`config.mk`:
```
export PLATFORM = sky130hd
export DESIGN_NAME = alu_shift_seq_flat
export DESIGN_NICKNAME = d
export VERILOG_FILES = /design/src/rtl/alu_shift_seq_if.sv /design/src/rtl/alu_shift_seq.sv /design/src/flat_wrapper.sv
export SDC_FILE = /design/constraint.sdc
export NUM_CORES = 1
export LEC_CHECK = 0
export ABC_CLOCK_PERIOD_IN_PS = 5200
export BUFFER_PORTS_ARGS = -buffer_cell sky130_fd_sc_hd__buf_4
export CAP_MARGIN = 20
export CORE_ASPECT_RATIO = 1.1
export CORE_MARGIN = 2
export CORE_UTILIZATION = 36
export CTS_CLUSTER_SIZE = 16
export DETAILED_ROUTE_END_ITERATION = 12
export GPL_ROUTABILITY_DRIVEN = 0
export PLACE_DENSITY = 0.66
export SLEW_MARGIN = 15
export SYNTH_ARGS = -nofsm -noshare
export SYNTH_HDL_FRONTEND = slang
export SYNTH_SLANG_ARGS = --single-unit
```
`constraint.sdc`:
```
create_clock -name clk -period 5.2 [get_ports clk]
set_clock_uncertainty 0.1 [all_clocks]
set_input_delay 0.26 -clock clk [delete_from_list [all_inputs] [get_ports clk]]
set_output_delay 0.26 -clock clk [all_outputs]
set_load 0.02 [all_outputs]
```
`src/rtl/alu_shift_seq_if.sv`:
```
// alu_shift_seq_if: request/result bundle between a requester and the sliced shifter
interface alu_shift_seq_if #(parameter int WIDTH = 8);
    logic             start;
    logic [2:0]       mode;
    logic [WIDTH-1:0] op;
    logic             cin;
    logic             busy;
    logic             done;
    logic [WIDTH-1:0] result;
    logic             cout;
    logic             zero;
    modport master (output start, mode, op, cin, input busy, done, result, cout, zero);
    modport slave  (input start, mode, op, cin, output busy, done, result, cout, zero);
endinterface

```
`src/rtl/alu_shift_seq.sv`:
```
// alu_shift_seq: rotate/shift/swap unit producing SLICE result bits per clock
module alu_shift_seq #(
    parameter int WIDTH = 8,
    parameter int SLICE = 4
) (
    input logic            clk,
    input logic            reset,
    alu_shift_seq_if.slave bus
);
    localparam int N  = WIDTH / SLICE;
    localparam int CW = $clog2(N);
    typedef enum logic [1:0] {IDLE, RUN, FIN} state_t;
    state_t           state, state_nxt;
    logic [WIDTH-1:0] op_q, full, res_q;
    logic [2:0]       mode_q;
    logic             cin_q, left, lsb_in, msb_in, full_cout, nz_acc, cout_q, zero_q, last, accept;
    logic [CW-1:0]    cnt;
    logic [SLICE-1:0] slice;
    assign last   = cnt == CW'(N - 1);
    assign accept = state == IDLE && bus.start;
    // state register
    always_ff @(posedge clk or posedge reset)
        if (reset) state <= IDLE;
        else       state <= state_nxt;
    // next state: one RUN cycle per slice, then a single FIN cycle carrying done
    always_comb begin
        state_nxt = state;
        state_nxt = accept                   ? RUN  :
                    (state == RUN && last)   ? FIN  :
                    (state == FIN)           ? IDLE : state;
    end
    // reference word built only from the latched operand; the current slice is picked from it
    always_comb begin
        left      = ~mode_q[0] && mode_q != 3'd6;
        lsb_in    = mode_q == 3'd0 ? op_q[WIDTH-1] : mode_q == 3'd2 ? cin_q : 1'b0;
        msb_in    = mode_q == 3'd1 ? op_q[0] : mode_q == 3'd3 ? cin_q :
                    mode_q == 3'd5 ? op_q[WIDTH-1] : 1'b0;
        full      = mode_q == 3'd6 ? {op_q[WIDTH/2-1:0], op_q[WIDTH-1:WIDTH/2]} :
                    left           ? {op_q[WIDTH-2:0], lsb_in} : {msb_in, op_q[WIDTH-1:1]};
        full_cout = mode_q == 3'd6 ? 1'b0 : left ? op_q[WIDTH-1] : op_q[0];
        slice     = full[int'(cnt)*SLICE +: SLICE];
    end
    // operand capture, slice write-back and flag accumulation; flags finalise on the last slice
    always_ff @(posedge clk or posedge reset)
        if (reset) begin
            op_q   <= '0;
            mode_q <= '0;
            cin_q  <= 1'b0;
            cnt    <= '0;
            nz_acc <= 1'b0;
            res_q  <= '0;
            cout_q <= 1'b0;
            zero_q <= 1'b0;
        end else if (accept) begin
            op_q   <= bus.op;
            mode_q <= bus.mode;
            cin_q  <= bus.cin;
            cnt    <= '0;
            nz_acc <= 1'b0;
            res_q  <= '0;
            cout_q <= 1'b0;
            zero_q <= 1'b0;
        end else if (state == RUN) begin
            res_q[int'(cnt)*SLICE +: SLICE] <= slice;
            cnt    <= last ? '0 : cnt + 1'b1;
            nz_acc <= nz_acc | (|slice);
            if (last) begin
                cout_q <= full_cout;
                zero_q <= ~(nz_acc | (|slice));
            end
        end
    assign bus.busy   = state == RUN;
    assign bus.done   = state == FIN;
    assign bus.result = res_q;
    assign bus.cout   = cout_q;
    assign bus.zero   = zero_q;
endmodule

```
`src/flat_wrapper.sv`:
```
// flat-port wrapper written by rule: the top's interface ports become plain ports
module alu_shift_seq_flat 
#(
    parameter int WIDTH = 8,
    parameter int SLICE = 4
)
  (clk, reset, bus_start, bus_mode, bus_op, bus_cin, bus_busy, bus_done, bus_result, bus_cout, bus_zero);
  alu_shift_seq_if #(.WIDTH(WIDTH)) bus_i ();
  input logic clk;
  input logic reset;
  input wire logic [$bits(bus_i.start)-1:0] bus_start;
  input wire logic [$bits(bus_i.mode)-1:0] bus_mode;
  input wire logic [$bits(bus_i.op)-1:0] bus_op;
  input wire logic [$bits(bus_i.cin)-1:0] bus_cin;
  output wire logic [$bits(bus_i.busy)-1:0] bus_busy;
  output wire logic [$bits(bus_i.done)-1:0] bus_done;
  output wire logic [$bits(bus_i.result)-1:0] bus_result;
  output wire logic [$bits(bus_i.cout)-1:0] bus_cout;
  output wire logic [$bits(bus_i.zero)-1:0] bus_zero;
  assign bus_i.start = bus_start;
  assign bus_i.mode = bus_mode;
  assign bus_i.op = bus_op;
  assign bus_i.cin = bus_cin;
  assign bus_busy = bus_i.busy;
  assign bus_done = bus_i.done;
  assign bus_result = bus_i.result;
  assign bus_cout = bus_i.cout;
  assign bus_zero = bus_i.zero;
  alu_shift_seq #(.WIDTH(WIDTH), .SLICE(SLICE)) u_core (.clk(clk), .reset(reset), .bus(bus_i));
endmodule
```
Yosys cells after proc, flatten, opt, wreduce, memory -nomap -nowiden
Cells that the tools add are included.

operators by class
  $add $sub $neg = 2
  equality and inequality tests = 8
  shift-type cells = 3
  multiplexer cells = 26
  bitwise operators = 3
  reductions and logical operators = 10

operator list
  kind                                                                    count
  3-bit negation with 33-bit output                                       1
  4-bit by 33-bit variable shift with 8-bit output, first input constant  1
  4-bit by 33-bit indexed part select with 8-bit output                   1
  8-bit 2-to-1 mux                                                        4
  1-bit 2-to-1 mux                                                        18
  8-bit bitwise mux                                                       1
  8-bit by 4-bit indexed part select with 4-bit output                    1
  3-bit by 2-bit == test with 1-bit output, second input constant         2
  3-bit == test, second input constant                                    2
  2-bit 2-to-1 mux                                                        3
  2-bit nonzero test                                                      2
  4-bit OR reduction                                                      1
  3-bit by 1-bit == test with 1-bit output, second input constant         1
  1-bit logical AND                                                       3
  3-bit zero test                                                         1
  3-bit != test, second input constant                                    1
  3-bit nonzero test                                                      1
  2-bit by 1-bit == test with 1-bit output, second input constant         1
  2-bit == test, second input constant                                    1
  2-bit zero test                                                         1
  1-bit NOT                                                               2
  2-bit AND reduction                                                     1
  1-bit adder, second input constant                                      1
  1-bit OR                                                                1

word-level totals
  register bits = 26
  input port bits = 15
  output and inout port bits = 12
  logic and storage cells = 61

Logic depth before layout (Yosys ltp)
Gate-level depths: netlist of the first run.

  word-level depth = 13
  gate-level depth with buffers = 5
  gate-level depth less buffers = 5

Worst setup path after synthesis of the first run
No wires, ideal clock.

  path type = reg2reg
  start point = reg u_core.mode_q[1]
  end point = reg u_core.nz_acc
  library setup time = 0.126 ns
  arrival time = 1.458 ns
  required time = 4.974 ns
  slack = 3.516 ns
  stages on the path, launching flop included = 6
  cell sequence = dfrtp_1 > nand2_4 > mux2_2 > o21ai_1 > nand4_1 > a221o_1

between the ends
  longest elaborated chain between the ends = 11

RTL lines
  item                                                      line                 source
  start, declared                                           alu_shift_seq.sv:15  logic [2:0] mode_q;
  start signal, assigned                                    alu_shift_seq.sv:56  mode_q <= bus.mode;
  3-bit == test                                             alu_shift_seq.sv:37  mode_q == 3'd5 ? op_q[WIDTH-1] : 1'b0;
  1-bit 2-to-1 mux                                          alu_shift_seq.sv:37
  1-bit 2-to-1 mux (2 in series)                            alu_shift_seq.sv:36  msb_in = mode_q == 3'd1 ? op_q[0] : mode_q == 3'd3 ? cin_q :
  8-bit 2-to-1 mux                                          alu_shift_seq.sv:39  left ? {op_q[WIDTH-2:0], lsb_in} : {msb_in, op_q[WIDTH-1:1]};
  8-bit 2-to-1 mux (*)                                      alu_shift_seq.sv:38  full = mode_q == 3'd6 ? {op_q[WIDTH/2-1:0], op_q[WIDTH-1:WIDTH/2]} :
  8-bit by 4-bit indexed part select with 4-bit output (*)  alu_shift_seq.sv:41  slice = full[int'(cnt)*SLICE +: SLICE];
  4-bit OR reduction (*)                                    alu_shift_seq.sv:66  nz_acc <= nz_acc | (|slice);
  1-bit OR (*)                                              alu_shift_seq.sv:66
  1-bit 2-to-1 mux (*)                                      alu_shift_seq.sv:63  end else if (state == RUN) begin
  1-bit 2-to-1 mux (*)                                      alu_shift_seq.sv:54  end else if (accept) begin
  end signal, assigned                                      alu_shift_seq.sv:66
  end, declared                                             alu_shift_seq.sv:16  logic cin_q, left, lsb_in, msb_in, full_cout, nz_acc, cout_q, zero_q, last, accept;

Mark *: on every way between the ends. The rest lies on a longest branch, timed or not. The select of a mux whose other input is x is not followed.
A chain may end at the register's enable or synchronous reset.

Worst setup path in the final report of the first run
  start point = reg u_core.state[1]
  end point = reg u_core.res_q[1], in the netlist u_core.bus.result[1]

between the ends
  longest elaborated chain between the ends = 3

RTL lines
  item                                                           line                 source
  start, declared                                                alu_shift_seq.sv:13  state_t state, state_nxt;
  start signal, assigned                                         alu_shift_seq.sv:24  else state <= state_nxt;
  2-bit zero test                                                alu_shift_seq.sv:20  assign accept = state == IDLE && bus.start;
  1-bit logical AND                                              alu_shift_seq.sv:20
  8-bit 2-to-1 mux / 2-bit nonzero test (equally long branches)  -
  end signal, assigned by index                                  alu_shift_seq.sv:64  res_q[int'(cnt)*SLICE +: SLICE] <= slice;
  end, declared                                                  alu_shift_seq.sv:14  logic [WIDTH-1:0] op_q, full, res_q;

Parallel ways exist; a longest one is shown, timed or not.

==> results.md, run 1 <==
- Fin crit period: 1900 ps
- Status: finished, final reports clean
- Async SR Flop Fraction: 100.0%
- Post-synthesis xor/xnor area fraction: 0%
- Clock Latency Late Sink: 320 ps
- Combinational family with the most area after synthesis: multiplexers
- Clock tree buffer depth: 2
- Largest stage delay, worst path: 690 ps
- Root buffer cell: clkbuf_4
- Grt ovf: 0
- Total Routed Length: 2485 um
- Core Area: 3303 um^2
- First-pass GRT wire length: 3946 um
- NumNets Final: 151
- Fin. max-slew vios: 0
- Critical setup path kind: flip-flop to flip-flop
- Share of cells above drive strength 1: 34.33%
- Vias per cell: 5.318
- Critical Path RT: 5310 ps
- DP Area: 1460 um^2
- Synth Instances: 105
- Starting Density: 37.23%
- CP Cell Sequence: nor3b_4, inv_1, and2_1, nand2_1, o21ai_0
- Die extent in x: 59.73 um
- Number of antenna violations at the first check in global routing: 0
- Slowest cell on the critical path: nor3b_4
- CTS tree: done
- LEAKAGE: 0.6963 nW
- Mapped Nets: 120
- # DRC: 0
- Die extent in y: 65.31 um
- Worst-margin pin slew: 787.8 ps
- Number of flops mapped to enable cells by yosys: 0
- Worst Hold Class: input port to flip-flop
- Netlist Area Pre-Place: 1230 um^2
- CTS sink cnt: 26
- Via Count: 904
- Final Cycle Share: 36.54%
- Post-synthesis average cell area: 11.71 um^2
- Drt first-iter violations: 56
- Total track usage: 13.62%
- Number of I/O pins: 27
- Filler cell count: 306
- Crit. End Element: flip-flop
- MaxCap Viol Count: 0
- Peak VDD IR: 0.0001860 V
- RSZ-0062 raised after global routing: no
- H-tree depth: 1
- Antenna Cells: 0
- Total Neg Setup Slack: 0 ps
- Die Area: 3901 um^2
- DR top layer: met4
- Netlist cell types: 27
- Crit Path Max Fanout: 16
- Met2 WL: 1227 um
- DR pass1 iterations: 4
- Dpl hpwl: 1849 um
- Slew headroom: 47.43%
- Crit path DAT: 2010 ps
- Total CTS buffers: 3
- Final hold violation count: 0
- # rows: 22
- Drt wl/cell: 14.62 um
- Compound-gate portion of the synthesized area: 8.850%
- Number of global-route vias before repair: 879
- Largest net degree at the start of global routing: 27
- Sequential area share after synthesis: 52.90%
- Routed Antenna Nets: 0
- Fmax: 526.3 MHz
- Fin area: 1526 um^2
- DRT met1 WL: 1117 um
- Routed wl met3: 69 um
- Synth Warn #: 0
- Flops & latches, synth: 26
- Post-synthesis simple-gate area fraction: 13.73%
- Clk slew on worst S/H paths: 130 ps
- Endpoints failing setup: 0
- Startpoint types: flip-flop
- PortBufs: 26
- Area growth syn-to-layout: 24.11%
- Cell area power density: 610.5 nW/um^2
- Fraction of synthesized area in multiplexers: 23.09%
- Post-synthesis adder-cell area fraction: 0%
- Ys flop type: dfrtp_1
[repair_timing]
item | 4_1_cts | 5_1_grt
hold buffers | 0 | 1
hold endpoints to repair | 0 | 7
setup buffers | 0 | 0
gates resized for setup | 0 | 0
[synthesized netlist by cell type, drive strengths merged (2+ instances only)]
master	count	area, um^2
and2	2	12.51
buf	2	10.01
dfrtp	26	650.6
inv	2	7.510
mux2	19	214.0
mux2i	7	70.07
nand2	15	63.81
nand2b	3	18.77
nor2	4	15.01
nor2b	3	18.77
o21ai	9	45.04
[worst paths after layout]
kind                       slack (ps)                   end  depth (start not counted)            start
max                              3300  u_core.bus.result[1]                          5  u_core.state[1]
min                                60        u_core.op_q[7]                          2        bus_op[7]
max reg2reg                      3300  u_core.bus.result[1]                          5  u_core.state[1]
min reg2reg                       380       u_core.bus.zero                          1    u_core.nz_acc
max in group asynchronous        4220        u_core.op_q[1]                          4            reset
min in group asynchronous         360  u_core.bus.result[7]                          3            reset
[per-stage QoR]
stage / utilization [%] / hold slack [ps] / cells / setup WS [ps] / power, mW
6_report: 46.21 / 60.74 / 170 / 3300 / 0.9320
5_1_grt: 46.21 / 51.29 / 170 / 3161 / 1.007
4_1_cts: 44.89 / 60.48 / 168 / 3017 / 0.9325
3_5_place_dp: 44.20 / 369.4 / 165 / 3028 / 0.8507
3_3_place_gp: 44.20 / 362.0 / 165 / 3112 / 0.8301
2_1_floorplan: - / 200.0 / 105 / 3516 / 0.7059
[cells by family after synthesis]
kind of cell / Yosys count
buffers and inverters: 4
and+or+nand+nor: 32
DFF: 26
muxes: 26
AOI/OAI and AO/OA: 17
[cell usage in the layout, fill, tap and decap left out]
cell / instances
nor3_1: 1
o31ai_1: 1
a221oi_1: 1
nand2_4: 1
nand3b_1: 1
o21ai_0: 8
a41oi_1: 1
nor2b_1: 3
and2_1: 2
nor2_1: 4
o21ai_1: 1
o211ai_1: 1
a21oi_1: 1
o21a_1: 1
buf_16: 1
o311ai_0: 1
mux2_2: 14
nor4b_1: 1
nand4_1: 1
inv_1: 2
mux2_1: 5
clkbuf_4: 3
a221o_1: 1
buf_4: 26
nor3b_4: 1
dfrtp_1: 26
nand2_1: 14
dlygate4sd3_1: 1
nand2b_1: 3
mux2i_1: 7
[registers in the layout, summed over array words and instances, names as in the netlist]
register / flops
u_core.cin_q: 1
u_core.bus.cout: 1
u_core.mode_q: 3
u_core.cnt: 1
u_core.bus.zero: 1
u_core.bus.result: 8
u_core.op_q: 8
u_core.state: 2
u_core.nz_acc: 1
[power breakdown]
group	switching [mW]	internal, mW	total, mW
clock	0.0563	0.0272	0.0835
combinational	0.221	0.226	0.446
sequential	0.107	0.295	0.402
[routing by layer]
metal,GRT usage [%],vias to the layer above
met5,0,-
met4,8.333,0
met3,1.181,4
met2,22.69,19
met1,16.63,446
li1,-,435
[critical path: cells and delay by family (launching register included)]
| family | cells | cell delay, ps |
|---|---|---|
| buffers and inverters | 1 | 160 |
| flip-flops | 1 | 450 |
| AO/OA/AOI/OAI | 1 | 80 |
| AND/OR/NAND/NOR | 3 | 990 |
[cell type report]
| cell class | instances | area [um^2] | share of cell area (%) |
|---|---|---|---|
| sequential | 26 | 650.6 | 42.62 |
| multi-input combinational | 75 | 568.0 | 37.21 |
| timing repair buffer | 28 | 232.7 | 15.25 |
| tap | 36 | 45.04 | 2.951 |
| clock buffer | 3 | 22.52 | 1.475 |
| inverter | 2 | 7.507 | 0.4918 |
Power figures use the tool's default switching activity.
==> inputs of run 2 (changes only) <==
--- a/config.mk
+++ b/config.mk
@@ -5,7 +5,8 @@
 export SDC_FILE = /design/constraint.sdc
 export NUM_CORES = 1
 export LEC_CHECK = 0
-export ABC_CLOCK_PERIOD_IN_PS = 5200
+export ABC_AREA = 1
+export ABC_CLOCK_PERIOD_IN_PS = 1870
 export BUFFER_PORTS_ARGS = -buffer_cell sky130_fd_sc_hd__buf_4
 export CAP_MARGIN = 20
 export CORE_ASPECT_RATIO = 1.1
@@ -14,7 +15,7 @@
 export CTS_CLUSTER_SIZE = 16
 export DETAILED_ROUTE_END_ITERATION = 12
 export GPL_ROUTABILITY_DRIVEN = 0
-export PLACE_DENSITY = 0.66
+export PLACE_DENSITY = 0.65
 export SLEW_MARGIN = 15
 export SYNTH_ARGS = -nofsm -noshare
 export SYNTH_HDL_FRONTEND = slang
==> constraint.sdc (replaced) <==
create_clock -name clk -period 1.87 [get_ports clk]
set_clock_uncertainty 0.1 [all_clocks]
set_input_delay 0.0935 -clock clk [delete_from_list [all_inputs] [get_ports clk]]
set_output_delay 0.0935 -clock clk [all_outputs]
set_load 0.02 [all_outputs]
==> run 2 against run 1 <==
  * Fmax grew 17%
  * Final cell count grew 49%
  * Critical path depth grew 4
  * Largest power group unchanged
  * Highest routed layer unchanged
==> results.md, run 2 <==
- Fin util: 49.93%
- Startpoint types: flip-flop
- Fin. max-slew vios: 0
- Die extent in x: 61.76 um
- Endpoints failing setup: 0
- Fin crit period: 1620 ps
- RSZ-0062 raised after global routing: no
- Crit. End Element: flip-flop
- Most instantiated cells after synthesis: nand2_1 (44), dfrtp_1 (26), nand3_1 (17)
- Grt ovf: 0
- Largest net degree at the start of global routing: 31
- MaxCap Viol Count: 0
- H-tree depth: 1
- Worst Hold Class: input port to flip-flop
- Synth area leader: dfrtp_1
- NumNets Final: 219
- Clock Latency Late Sink: 280 ps
- Post-synth top area share: 49.24%
- Total Routed Length: 2740 um
- Netlist Area Pre-Place: 1321 um^2
- Slew headroom: 76.55%
- Routed wl met3: 70 um
- Netlist cell types: 19
- Async SR Flop Fraction: 100.0%
- Core Area: 3568 um^2
- Root buffer cell: clkbuf_8
- Hold_buf cts: 13
- Area growth syn-to-layout: 34.85%
- Placed instance count: 236
- Critical setup path kind: flip-flop to flip-flop
- # rows: 23
- Commonest non-fill, non-tap cells in the layout: nand2_1 (44), buf_4 (27), dfrtp_1 (26)
- Ys flop type: dfrtp_1
- Antenna Cells: 0
- Crit. Startpoint: u_core.mode_q[0]
- Die extent in y: 67.54 um
- First-pass GRT wire length: 4664 um
- Area contributors post-synth: dfrtp_1 (49%), nand2_1 (13%), nand3_1 (6.4%)
- LEAKAGE: 0.9042 nW
- Post-Layout Cell Count: 253
- CTS tree: done
- Drt wl/cell: 10.83 um
- Final Cycle Share: 86.64%
- PortBufs: 26
- Dpl hpwl: 2004 um
- Share of cells above drive strength 1: 25.12%
- Clk slew on worst S/H paths: 90 ps
- Drt first-iter violations: 32
- Peak VDD IR: 0.0005468 V
- Via Count: 1,133
- Fin area: 1782 um^2
- Synth Warn #: 0
- Fmax: 617.2 MHz
- Critical Path RT: 2000 ps
- Commonest non-fill, non-tap cell in the layout: nand2_1
- Total Neg Setup Slack: 0 ps
- Number of antenna violations at the first check in global routing: 0
- CTS sink cnt: 26
- # DRC: 0
- Post-synthesis average cell area: 8.156 um^2
- Die Area: 4171 um^2
- Sequential area share after synthesis: 49.24%
- Status: finished, final reports clean
- DP Area: 1580 um^2
- Routed Antenna Nets: 0
- Number of I/O pins: 27
- DR pass1 iterations: 6
- Count leader, synth: nand2_1
- Final hold violation count: 0
- Total CTS buffers: 3
- Total track usage: 15.21%
- DR top layer: met4
- Clock tree buffer depth: 2
- DRT met1 WL: 1347 um
- Met2 WL: 1251 um
- Starting Density: 37.03%
- Worst hold slack: 187.9 ps
- Worst r2r path cells: 9
- Synth Instances: 162
- R2r startpoint: u_core.mode_q[0]
- PostCTS Resize Cnt: 0
- Worst Hold Launch: bus_start
- Flops & latches, synth: 26
- Number of global-route vias before repair: 1,013
- Number of flops mapped to enable cells by yosys: 0
- WHS Path Cells: 4
- Cell area power density: 1696 nW/um^2
- Crit Path Max Fanout: 11
- Crit path DAT: 1750 ps
- Number of post-CTS setup repair buffers: 0
- Vias per cell: 4.478
- Mapped Nets: 177
- Worst-margin pin slew: 351.8 ps
-- run 2: changes by cell type after synthesis, moves of 10 or more --
cell     delta
a21oi_1    +11
nand3_1    +17
nor2_1     +10
mux2_2     -11
nand2_1    +30
inv_1      +11
-- run 2: area by class of cell --
cell class	instances	area [um^2]
Clock buffer	3	41.29
Sequential cell	26	650.6
Inverter	17	63.81
Tap cell	50	62.56
Fill cell	376	1787
Clock inverter	1	30.03
Multi-Input combinational cell	115	580.6
Timing Repair Buffer	41	352.8
-- run 2: cell families after synthesis --
| family | count (synthesis) | share of synthesized area (%) |
|---|---|---|
| buffers and inverters | 21 | 6.818 |
| and+or+nand+nor | 87 | 30.59 |
| muxes | 3 | 2.557 |
| AOI/OAI and AO/OA | 25 | 10.80 |
| DFF | 26 | 49.24 |
-- run 2: worst max-delay path, stage by stage (launching register included) --
cell and delay, ps:
dfrtp_1 510, inv_2 200, nand3_2 160, nand3_1 110
nand2_1 80, nor2_1 120, nand3_2 80, nand2_2 80
nand3_1 70, nand2_1 60
-- run 2: path summary, 6_finish.rpt --
| path | end | slack (ps) |
|---|---|---|
| hold / removal | u_core.state[0] | 190 |
| setup reg to reg | u_core.bus.zero | 250 |
| min in group asynchronous | u_core.state[0] | 320 |
| max in group asynchronous | u_core.op_q[7] | 1100 |
| setup / recovery | u_core.bus.zero | 250 |
| hold reg to reg | u_core.bus.result[7] | 400 |
-- run 2: power by group --
group	leakage [nW]	total [mW]	internal (mW)	switching, mW
Clock	0.0357	0.469	0.287	0.182
Combinational	0.559	1.52	0.589	0.931
Sequential	0.309	1.03	0.815	0.217
Total	0.904	3.02	1.69	1.33
-- run 2: through the flow --
| stage | worst slack (ps) | power (mW) |
|---|---|---|
| after global routing | 90.96 | 3.300 |
| after floorplan | 478.8 | 2.123 |
| final | 249.7 | 3.021 |
| after detailed placement | 264.8 | 2.559 |
| after global placement | 306.9 | 2.542 |
| after CTS | 249.5 | 3.056 |
-- run 2: routing by layer --
metal | vias up | GRT usage [%]
li1 | 601 | -
met1 | 503 | 20.84
met2 | 24 | 22.89
met3 | 5 | 2.299
met4 | 0 | 7.979
met5 | - | 0
==> inputs of run 3 (changes only) <==
--- a/config.mk
+++ b/config.mk
@@ -5,7 +5,7 @@
 export SDC_FILE = /design/constraint.sdc
 export NUM_CORES = 1
 export LEC_CHECK = 0
-export ABC_AREA = 1
+export ABC_AREA = 0
 export ABC_CLOCK_PERIOD_IN_PS = 1870
 export BUFFER_PORTS_ARGS = -buffer_cell sky130_fd_sc_hd__buf_4
 export CAP_MARGIN = 20
@@ -15,7 +15,7 @@
 export CTS_CLUSTER_SIZE = 16
 export DETAILED_ROUTE_END_ITERATION = 12
 export GPL_ROUTABILITY_DRIVEN = 0
-export PLACE_DENSITY = 0.65
+export PLACE_DENSITY = 0.66
 export SLEW_MARGIN = 15
 export SYNTH_ARGS = -nofsm -noshare
 export SYNTH_HDL_FRONTEND = slang
==> run 3 against run 2 <==
  * First-iteration DRC count grew 3.1%
  * Routed wire length is 0.80% lower
  * Cell area grew 0.21%
  * Highest routed layer unchanged
  * Power rose by 2.6%
  * Hold slack got worse by 91 ps
  * Sequential share of layout area about the same
  * Via count is 14% lower
  * Critical path depth decreased by 3
  * Register-to-register slack worse by 200 ps
  * Critical endpoint is now u_core.nz_acc
  * Largest power group unchanged
  * Combinational power is 12% higher
==> results.md, run 3 (synthesis gave the netlist of run 1 again) <==
- Status: finished, final reports clean
- Commonest non-fill, non-tap cell in the layout: buf_4
- LEAKAGE: 0.8074 nW
- Worst hold slack: 97.08 ps
- Commonest non-fill, non-tap cells in the layout: buf_4 (37), dfrtp_1 (25), mux2_2 (14), nand2_1 (14), dlygate4sd3_1 (13)
- Reg2Reg Setup Slack: 50 ps
- Number of global-route vias before repair: 942
- Worst Hold Launch: bus_start
- Met1 Use GR: 16.77%
- Worst-margin pin slew: 409.4 ps
- Number of antenna violations at the first check in global routing: 0
- Root buffer cell: clkbuf_4
- Worst r2r path cells: 6
- Fin worst setup slack: 45.19 ps
- Fmax: 548.0 MHz
- Cell area power density: 1735 nW/um^2
- Fin. max-slew vios: 0
- Clock tree buffer depth: 2
- Clock Latency Late Sink: 330 ps
- # rows: 22
- Critical setup path kind: flip-flop to flip-flop
- Number of I/O pins: 27
- Total Routed Length: 2718 um
- Die Area: 3901 um^2
- Core Area: 3303 um^2
- Share of cells above drive strength 1: 43.04%
- Final hold violation count: 0
- CP Cell Sequence: nand2_4, buf_6, mux2_4, mux2i_4, a41oi_2, a221o_1
- Area growth syn-to-layout: 45.17%
- Dpl hpwl: 1794 um
- Largest stage delay, worst path: 470 ps
- Crit Path Max Fanout: 6
- Top Family by Delay on Critical Path: multiplexers
- CTS sink cnt: 26
- GR Layer Usage met2: 24.18%
- # DRC: 0
- Vias per cell: 5.000
- Crit. End Element: flip-flop
- Fin util: 54.05%
- Via Count: 970
- Crit path DAT: 1950 ps
- Endpoints failing setup: 0
- Critical Path RT: 2000 ps
- Peak VDD IR: 0.0005693 V
- Bufs and invs on worst path: 1
- DR pass1 iterations: 4
- Die extent in y: 65.31 um
- Final Cycle Share: 97.58%
- Total CTS buffers: 3
- Worst Hold Class: input port to flip-flop
- NumNets Final: 174
- Grt ovf: 0
- First-pass GRT wire length: 4167 um
- Total Neg Setup Slack: 0 ps
- Die extent in x: 59.73 um
- Largest net degree at the start of global routing: 27
- Slowest cell on the critical path: dfrtp_2
- Fin crit period: 1825 ps
- CTS tree: done
- GRT busiest layer: met2
- R2r startpoint: u_core.mode_q[2]
- Starting Density: 37.23%
- Routed Antenna Nets: 0
- Startpoint types: flip-flop
- PortBufs: 26
- Dpl ws: 66.51 ps
- H-tree depth: 1
- Reg-to-reg endpoint: u_core.nz_acc
- Total track usage: 14.11%
- Antenna Cells: 0
- Clk slew on worst S/H paths: 140 ps
- GR met3 Demand/Resource: 1.772%
- MaxCap Viol Count: 0
- Slew headroom: 72.28%
- Hold path endpoint: u_core.state[0]
- WHS Path Cells: 4
- Drt first-iter violations: 33
- Drt wl/cell: 14.01 um
-- run 3: cell count changes in the layout (fill, tap and decap cells not counted), sizes merged, moves of 2 or more --
cell | before | now
a21oi | 13 | 1
a22o | 3 | 0
and2 | 0 | 2
buf | 28 | 38
inv | 17 | 2
mux2 | 3 | 19
mux2i | 0 | 7
nand2 | 48 | 15
nand2b | 0 | 3
nand3 | 20 | 0
nor2 | 18 | 4
nor2b | 0 | 3
-- run 3: repair_timing --
item | 4_1_cts | 5_1_grt
endpoints found under the hold margin | 38 | 0
setup buffers | 0 | 6
gates resized for setup | 0 | 18
endpoints found under the setup margin | 0 | 1
hold buffers | 13 | 0
-- run 3: routing by layer --
| metal | part of all wire, % | vias up |
|---|---|---|
| li1 | - | 480 |
| met1 | 42 | 468 |
| met2 | 53 | 18 |
| met3 | 2.4 | 4 |
| met4 | 1.8 | 0 |
| met5 | 0 | - |
-- run 3: how the worst max path moves through the flow --
stage | startpoint | endpoint | slack (ps) | cells past startpoint
final | u_core.mode_q[2] | u_core.nz_acc | 50 | 6
after global routing | u_core.mode_q[2] | u_core.nz_acc | -20 | 6
after CTS | u_core.mode_q[2] | u_core.nz_acc | 30 | 5
after detailed placement | u_core.mode_q[2] | u_core.nz_acc | 70 | 5
after global placement | u_core.mode_q[2] | u_core.nz_acc | 70 | 5
after floorplan | u_core.mode_q[1] | u_core.nz_acc | 190 | 5
-- run 3: final cells by class --
type                       count  area [um^2]
inverter                       2        7.507
clock buffer                   4        36.28
multi-input combinational     75        625.6
timing repair buffer          51        419.2
fill                         288         1518
tap                           36        45.04
sequential                    26        651.9
-- run 3: through the flow --
step | power, mW | cells | cell area [um^2]
floorplan | 1.963 | 105 | 1230
global placement | 2.379 | 171 | 1505
detailed placement | 2.409 | 171 | 1505
CTS | 2.719 | 188 | 1672
global route | 3.304 | 194 | 1785
finish | 3.098 | 194 | 1785
-- run 3: worst min-delay path: cells and delay by family --
kind          cells  cell delay (ps)
simple gates      2              210
buf+inv           2              200
-- run 3: where the power goes --
part / internal, mW / leakage (nW) / total (mW) / switching (mW)
registers: 0.822 / 0.317 / 1.11 / 0.285
logic: 0.929 / 0.470 / 1.70 / 0.775
clock network: 0.119 / 0.0210 / 0.288 / 0.168
total: 1.87 / 0.807 / 3.10 / 1.23
